<file path="config.mk">
export PLATFORM = sky130hd
export DESIGN_NAME = uart_tx_flat
export DESIGN_NICKNAME = d
export VERILOG_FILES = /design/src/rtl/uart_pkg.sv /design/src/rtl/uart_tx_if.sv /design/src/rtl/uart_baud_gen.sv /design/src/rtl/uart_tx.sv /design/src/flat_wrapper.sv
export SDC_FILE = /design/constraint.sdc
export NUM_CORES = 1
export LEC_CHECK = 0
export CORE_MARGIN = 10
export CORE_UTILIZATION = 50
export CTS_BUF_LIST = sky130_fd_sc_hd__clkbuf_4 sky130_fd_sc_hd__clkbuf_8
export CTS_CLUSTER_SIZE = 40
export DETAILED_ROUTE_END_ITERATION = 8
export PLACE_DENSITY_LB_ADDON = 0.08
export SLEW_MARGIN = 20
export SYNTH_ARGS = -nofsm -noshare
export SYNTH_HDL_FRONTEND = slang
export SYNTH_SLANG_ARGS = --single-unit
</file>
<file path="constraint.sdc">
create_clock -name PCLK -period 3.1 [get_ports PCLK]
set_input_delay 0.62 -clock PCLK [delete_from_list [all_inputs] [get_ports PCLK]]
set_output_delay 0.62 -clock PCLK [all_outputs]
set_load 0.05 [all_outputs]
</file>
<file path="src/rtl/uart_pkg.sv">
// ---------------------------------------------------------------------------
// uart_pkg
// Shared definitions for the APB UART transmitter (and its future receiver).
//   - OVERSAMPLE      : baud ticks per serial bit
//   - uart_tx_state_t : transmitter FSM state encoding
//   - baud_divider()  : PCLK cycles per baud tick for a given clock/baud pair
// Optional feature macro: UART_TX_PARITY_EN (adds the even-parity state).
// ---------------------------------------------------------------------------
package uart_pkg;

    localparam int unsigned OVERSAMPLE = 16;

`ifdef UART_TX_PARITY_EN
    typedef enum logic [2:0] {
        S_IDLE       = 3'd0,
        S_START_BIT  = 3'd1,
        S_DATA_BITS  = 3'd2,
        S_PARITY_BIT = 3'd3,
        S_STOP_BIT   = 3'd4
    } uart_tx_state_t;
`else
    typedef enum logic [1:0] {
        S_IDLE      = 2'd0,
        S_START_BIT = 2'd1,
        S_DATA_BITS = 2'd2,
        S_STOP_BIT  = 2'd3
    } uart_tx_state_t;
`endif

    // Integer division; any remainder shows up as a small baud-rate error.
    function automatic int unsigned baud_divider(input int unsigned clk_freq,
                                                 input int unsigned bps);
        return clk_freq / (bps * OVERSAMPLE);
    endfunction

endpackage

</file>
<file path="src/rtl/uart_tx_if.sv">
// ---------------------------------------------------------------------------
// uart_tx_if
// Groups the transmitter's request/status/line signals.
//   tx_start : transmit request (single-cycle or level)
//   tx_data  : byte to send, sampled on the acceptance cycle
//   tx       : serial line, idle high
//   tx_busy  : frame in progress
//   tx_done  : one-cycle pulse at frame end
// Modports: master = register block side, slave = transmitter side.
// ---------------------------------------------------------------------------
interface uart_tx_if;

    logic       tx_start;
    logic [7:0] tx_data;
    logic       tx;
    logic       tx_busy;
    logic       tx_done;

    modport master (
        output tx_start,
        output tx_data,
        input  tx,
        input  tx_busy,
        input  tx_done
    );

    modport slave (
        input  tx_start,
        input  tx_data,
        output tx,
        output tx_busy,
        output tx_done
    );

endinterface

</file>
<file path="src/rtl/uart_baud_gen.sv">
// ---------------------------------------------------------------------------
// uart_baud_gen
// Free-running baud counter producing one tick every DIVIDER_CNT cycles.
// Ports:
//   PCLK   : clock, rising edge
//   PRESET : synchronous active-low reset
//   clear  : hold the counter at 0 (phase-aligns the next frame)
//   tick   : combinational, high while the counter sits at DIVIDER_CNT-1
// ---------------------------------------------------------------------------
module uart_baud_gen #(
    parameter int unsigned DIVIDER_CNT = 651
) (
    input  logic PCLK,
    input  logic PRESET,
    input  logic clear,
    output logic tick
);

    localparam logic [15:0] CNT_MAX = 16'(DIVIDER_CNT - 1);

    logic [15:0] baud_cnt_q;
    logic [15:0] baud_cnt_d;

    assign tick = (baud_cnt_q == CNT_MAX);

    always_comb begin
        baud_cnt_d = baud_cnt_q + 16'd1;
        if (clear || tick) begin
            baud_cnt_d = '0;
        end
    end

    always_ff @(posedge PCLK) begin
        if (!PRESET) begin
            baud_cnt_q <= '0;
        end else begin
            baud_cnt_q <= baud_cnt_d;
        end
    end

endmodule

</file>
<file path="src/rtl/uart_tx.sv">
// ---------------------------------------------------------------------------
// uart_tx
// 8N1 UART transmitter with 16x oversampled bit timing and a single-frame
// transmit register (no FIFO). Requests arriving while busy are dropped.
// Ports:
//   PCLK   : clock, rising edge
//   PRESET : synchronous active-low reset
//   tx_if  : uart_tx_if.slave (tx_start, tx_data in; tx, tx_busy, tx_done out)
// Parameters: CLK_FREQ (Hz), BPS (baud).
// Optional feature macro: UART_TX_PARITY_EN -- inserts an even-parity bit
// between the data bits and the stop bit (11-bit frame).
// ---------------------------------------------------------------------------
module uart_tx
    import uart_pkg::*;
#(
    parameter int unsigned CLK_FREQ = 100_000_000,
    parameter int unsigned BPS      = 9600
) (
    input  logic    PCLK,
    input  logic    PRESET,
    uart_tx_if.slave tx_if
);

    localparam int unsigned DIVIDER_CNT = baud_divider(CLK_FREQ, BPS);

    uart_tx_state_t state_q, state_d;
    logic [3:0]     tick_cnt_q, tick_cnt_d;
    logic [2:0]     bit_cnt_q, bit_cnt_d;
    logic [7:0]     shift_q, shift_d;
    logic           tx_q, tx_d;
    logic           done_q, done_d;
`ifdef UART_TX_PARITY_EN
    logic           parity_q, parity_d;
`endif

    logic baud_tick;
    logic bit_end;

    uart_baud_gen #(
        .DIVIDER_CNT(DIVIDER_CNT)
    ) u_baud_gen (
        .PCLK  (PCLK),
        .PRESET(PRESET),
        .clear (state_q == S_IDLE),
        .tick  (baud_tick)
    );

    // Last tick of the current 16-tick bit period.
    assign bit_end = baud_tick && (tick_cnt_q == 4'd15);

    always_comb begin
        state_d    = state_q;
        tick_cnt_d = tick_cnt_q;
        bit_cnt_d  = bit_cnt_q;
        shift_d    = shift_q;
        done_d     = 1'b0;
`ifdef UART_TX_PARITY_EN
        parity_d   = parity_q;
`endif

        // 4-bit counter wraps 15 -> 0 on its own at each bit boundary.
        if (baud_tick) begin
            tick_cnt_d = tick_cnt_q + 4'd1;
        end

        case (state_q)
            S_IDLE: begin
                tick_cnt_d = '0;
                bit_cnt_d  = '0;
                if (tx_if.tx_start) begin
                    state_d  = S_START_BIT;
                    shift_d  = tx_if.tx_data;
`ifdef UART_TX_PARITY_EN
                    parity_d = ^tx_if.tx_data;
`endif
                end
            end
            S_START_BIT: begin
                if (bit_end) begin
                    state_d = S_DATA_BITS;
                end
            end
            S_DATA_BITS: begin
                if (bit_end) begin
                    shift_d   = shift_q >> 1;
                    bit_cnt_d = bit_cnt_q + 3'd1;
                    if (bit_cnt_q == 3'd7) begin
`ifdef UART_TX_PARITY_EN
                        state_d = S_PARITY_BIT;
`else
                        state_d = S_STOP_BIT;
`endif
                    end
                end
            end
`ifdef UART_TX_PARITY_EN
            S_PARITY_BIT: begin
                if (bit_end) begin
                    state_d = S_STOP_BIT;
                end
            end
`endif
            S_STOP_BIT: begin
                if (bit_end) begin
                    state_d = S_IDLE;
                    done_d  = 1'b1;
                end
            end
            default: begin
                state_d = S_IDLE;
            end
        endcase
    end

    // Line value is derived from the next state so the registered output
    // changes on the same edge as the state, with no extra cycle of lag.
    always_comb begin
        tx_d = 1'b1;
        case (state_d)
            S_IDLE:       tx_d = 1'b1;
            S_START_BIT:  tx_d = 1'b0;
            S_DATA_BITS:  tx_d = shift_d[0];
`ifdef UART_TX_PARITY_EN
            S_PARITY_BIT: tx_d = parity_d;
`endif
            S_STOP_BIT:   tx_d = 1'b1;
            default:      tx_d = 1'b1;
        endcase
    end

    always_ff @(posedge PCLK) begin
        if (!PRESET) begin
            state_q    <= S_IDLE;
            tick_cnt_q <= '0;
            bit_cnt_q  <= '0;
            shift_q    <= '0;
            tx_q       <= 1'b1;
            done_q     <= 1'b0;
`ifdef UART_TX_PARITY_EN
            parity_q   <= 1'b0;
`endif
        end else begin
            state_q    <= state_d;
            tick_cnt_q <= tick_cnt_d;
            bit_cnt_q  <= bit_cnt_d;
            shift_q    <= shift_d;
            tx_q       <= tx_d;
            done_q     <= done_d;
`ifdef UART_TX_PARITY_EN
            parity_q   <= parity_d;
`endif
        end
    end

    assign tx_if.tx      = tx_q;
    assign tx_if.tx_busy = (state_q != S_IDLE);
    assign tx_if.tx_done = done_q;

endmodule

</file>
<file path="src/flat_wrapper.sv">
// flat-port wrapper written by rule: the top's interface ports become plain ports
module uart_tx_flat import uart_pkg::*;
#(
    parameter int unsigned CLK_FREQ = 100_000_000,
    parameter int unsigned BPS      = 9600
)
  (PCLK, PRESET, tx_if_tx_start, tx_if_tx_data, tx_if_tx, tx_if_tx_busy, tx_if_tx_done);
  uart_tx_if tx_if_i ();
  input  logic PCLK;
  input  logic PRESET;
  input wire logic [$bits(tx_if_i.tx_start)-1:0] tx_if_tx_start;
  input wire logic [$bits(tx_if_i.tx_data)-1:0] tx_if_tx_data;
  output wire logic [$bits(tx_if_i.tx)-1:0] tx_if_tx;
  output wire logic [$bits(tx_if_i.tx_busy)-1:0] tx_if_tx_busy;
  output wire logic [$bits(tx_if_i.tx_done)-1:0] tx_if_tx_done;
  assign tx_if_i.tx_start = tx_if_tx_start;
  assign tx_if_i.tx_data = tx_if_tx_data;
  assign tx_if_tx = tx_if_i.tx;
  assign tx_if_tx_busy = tx_if_i.tx_busy;
  assign tx_if_tx_done = tx_if_i.tx_done;
  uart_tx #(.CLK_FREQ(CLK_FREQ), .BPS(BPS)) u_core (.PCLK(PCLK), .PRESET(PRESET), .tx_if(tx_if_i));
endmodule
</file>
==> results list <==
* Run status: finished, final reports clean
- After detailed routing, the average wire length per cell comes to approximately 14 um.
- Total wire length after detailed routing: approximately 3700 um
- Hold repair after CTS inserted 0 buffers.
- Warnings from Yosys: 0
- Number of gates resized after CTS: 0
- The worst hold path begins at u_core.tick_cnt_q[1].
- Kind of end point of the critical path: output pin
- Number of non-filler instances in the completed layout: approximately 270
- Clock tree from TritonCTS: done
- Of the total power, the share spent switching nets is 0.231.
- After the first detailed-routing iteration, the DRC count stood at approximately 120.
- Clk_lat worst skew: ~0.35 ns
- Worst-path clk slew: 0.11 ns
* Commonest non-fill, non-tap cells in the layout: dfxtp_1, nor2_1, nand2_1
- The number of pins exceeding their max-slew limit in the final report was 0.
* Leak Pwr: around 0.65 nW
- Synthesized flop and latch total: 35
* Share of layout cells above drive strength 1: 0.0676
- Across all layers, the routed design uses about 1.5k vias.
- Num CTS Buffers: 5
* Starting Density: 0.523
- The count of final hold-check violations is 0.
- The most critical setup path has its startpoint at u_core.state_q[1].
- Proportion of synthesized flip-flops having asynchronous set or reset: 0
- Setup repair after global routing missed its margin: no
- Gate Count Post-Synth: between 200 and 250
- CP Launch Type: flip-flop
- For the final routed database, the setup TNS stands at 0 ns.
* Synth Cell Area: ~0.0018 mm^2
* Total Power: around 0.00089 W
- Including well taps, the total number of placed cells is 260.
- Slew at the pin closest to its max-slew limit: around 0.67 ns
- The critical path goes through nor2_1 -> inv_1 -> clkdlybuf4s50_1.
* Net switching power figure: between 0.0002 and 0.00025 W
- At the end of the flow the core is filled with cells to 0.595.
* Via/cell ratio: 5.59
* Per-instance average area after synthesis: 8.38 um^2
- In this run the tightest slew margin relative to its limit is 0.553.
- The net count of the finished layout is approximately 240.
- In this run the worst setup path terminates at tx_if_tx_busy.
- Entering global routing, the biggest net connects 16 pins.
* First-pass DRT Iterations: 4
- Worst supply voltage drop on vdd: ~330 uV
- In the routed design, unresolved DRC markers number 0.
* Arrival time of data at the critical path endpoint: ~2 ns
- The number of global-route vias before repair came to between 1k and 1.5k.
- Leaving out fill and tap cells, the most frequent cell in the layout is dfxtp_1.
* All-Layer GR Usage: 0.129
* Period utilisation layout: 0.851
- Cell area after placement: 0.00191 mm^2
- Slowest Stage Delay on Critical Path: between 0.8 and 0.9 ns
* Post-synthesis net count: ~230
- In this run the deepest clock path goes through 2 buffers.
* Root cell of the clock tree: clkbuf_4
- The endpoint identified for the worst register-to-register timing path is u_core.tx_if.tx.
* Post-DRT Antenna Nets: 0
* Final setup fails: 0
- The number of antenna diodes in the final layout is 0.
* Cell with the largest stage delay on the worst path: clkdlybuf4s50_1
- Min Clock Period, post-route: roughly 2.6 ns
- Portion of total power attributed to combinational logic: 0.081
- Die Wd: roughly 79 um
* Port buffer count: 13
- Number of different library cells in the post-synthesis netlist: 39
- Cells on worst reg2reg path: 9
- Die height: between 70 and 80 um
- The worst register-to-register path begins at u_core.u_baud_gen.baud_cnt_q[8].
- CTS sink count: 35
* Setup slack, reg-to-reg: 0.74 ns
- Pin placement for this block handled 14 I/O pins.
- For the final database, setup skew stands at 0.0132 ns.
- In this run, synthesis inferred 0 flip-flops with an integrated enable.
* Congestion Overflow GR: 0
- The share of the Yosys chip area taken by registers is 0.398.
- The tightest min-delay check is of the flip-flop to flip-flop type.
- Number of fill cells: roughly 340
- Buffer count from post-CTS setup fixing: 0
* Depth of the CTS H-tree: 2
- The congestion estimate from routability-driven global placement came to just under 0.8.
- In this run the core area contains 21 standard-cell rows.
- Clock network fraction of total power: 0.391
- Top achievable clock speed: roughly 380 MHz
* Internal Pwr Total: a little under 0.0007 W
- The total area inside the core boundary comes to about 0.0034 mm^2.
- Most common flop cell mapped by yosys: dfxtp_1
- STA puts the critical path data required time at 2.48 ns.
* Type of the worst setup path: flip-flop to output pin
* Sequential cell fraction of total power: 0.528
- Total half-perimeter wirelength after legalization and detailed placement: between 2000 and 3000 um
- Dividing total power by cell area gives a power density of ~440 mW/mm^2.
- The first global-routing pass estimated approximately 6600 um of wire.
- Final design area excluding fillers: 0.00200 mm^2
* Maxcap violations: 0
- Synth-to-layout area growth: 13.6%
- In this run the worst path has a maximum fanout of 10.
- The die covers ~0.0063 mm^2.
- The number of antenna violations at the first check in global routing came to 0.
-- layout make-up --
cell class,count,area (um^2),share of cell area
Multi-Input combinational cell,159,996,0.498
Sequential cell,35,701,0.350
Timing Repair Buffer,14,138,0.0688
Tap cell,46,57.6,0.0288
Clock buffer,6,51.3,0.0256
Clock inverter,2,35.0,0.0175
Inverter,6,22.5,0.0113
-- flip-flops by register name, indices dropped and copies added, names as in the netlist --
signal,flops
u_core.u_baud_gen.baud_cnt_q,16
u_core.shift_q,8
u_core.tick_cnt_q,4
u_core.bit_cnt_q,3
u_core.state_q,2
u_core.tx_if.tx,1
u_core.tx_if.tx_done,1
-- kinds of logic after synthesis --
group | Yosys count | share of synthesized area
xor+xnor | 15 | 0.0746
fa+ha+maj | 7 | 0.0497
buf+inv | 16 | 0.0362
compound gates | 36 | 0.124
simple gates | 100 | 0.311
flops | 35 | 0.398
mux | 1 | 0.00569
-- power by group through the flow --
stage          registers [W]   logic, W  clock network (W)
2_1_floorplan       0.000482  0.0000381                  0
3_3_place_gp        0.000478  0.0000695                  0
3_5_place_dp        0.000478  0.0000714                  0
4_1_cts             0.000468  0.0000719           0.000357
5_1_grt             0.000470  0.0000778           0.000381
6_report            0.000468  0.0000714           0.000346
-- worst min path at each step --
stage          slack [ns]  depth (start not counted)                         endpoint
6_report             0.48                          2             u_core.tick_cnt_q[1]
5_1_grt              0.52                          2             u_core.tick_cnt_q[1]
4_1_cts              0.48                          2             u_core.tick_cnt_q[1]
3_5_place_dp         0.47                          2             u_core.tick_cnt_q[1]
3_3_place_gp         0.46                          1  u_core.u_baud_gen.baud_cnt_q[0]
2_1_floorplan        0.44                          1  u_core.u_baud_gen.baud_cnt_q[0]
-- through the flow --
step	hold slack, ns	setup WS (ns)
3_3_place_gp	0.456	0.779
6_report	0.482	0.463
4_1_cts	0.481	0.462
2_1_floorplan	0.441	0.999
3_5_place_dp	0.465	0.725
5_1_grt	0.522	0.364
-- cells in the mapped netlist (4+ instances only) --
cell type  number  area [um^2]
dfxtp_1        35          701
nor2_1         24         90.1
nand2_1        21         78.8
xnor2_1        12          105
a21oi_1        11         55.1
nand4_1        11         68.8
nand3_1        10         50.1
a31oi_1         7         43.8
ha_1            7         87.6
o211ai_1        7         52.6
o21ai_0         7         35.0
inv_1           6         22.5
clkbuf_1        5         18.8
nor3_1          4         20.0
-- routing by layer --
layer  wire, um  share of wire  global-route usage
met1       1700           0.46               0.140
met2       1850           0.49               0.221
met3         94          0.025              0.0417
met4         93          0.025              0.0663
met5          0              0                   0
-- critical path: cells and delay by family, from the launching register on --
family	cells	cell delay, ns
buf+inv	2	0.96
flops	1	0.54
simple gates	1	0.18
(Power assumes the default switching activity.)
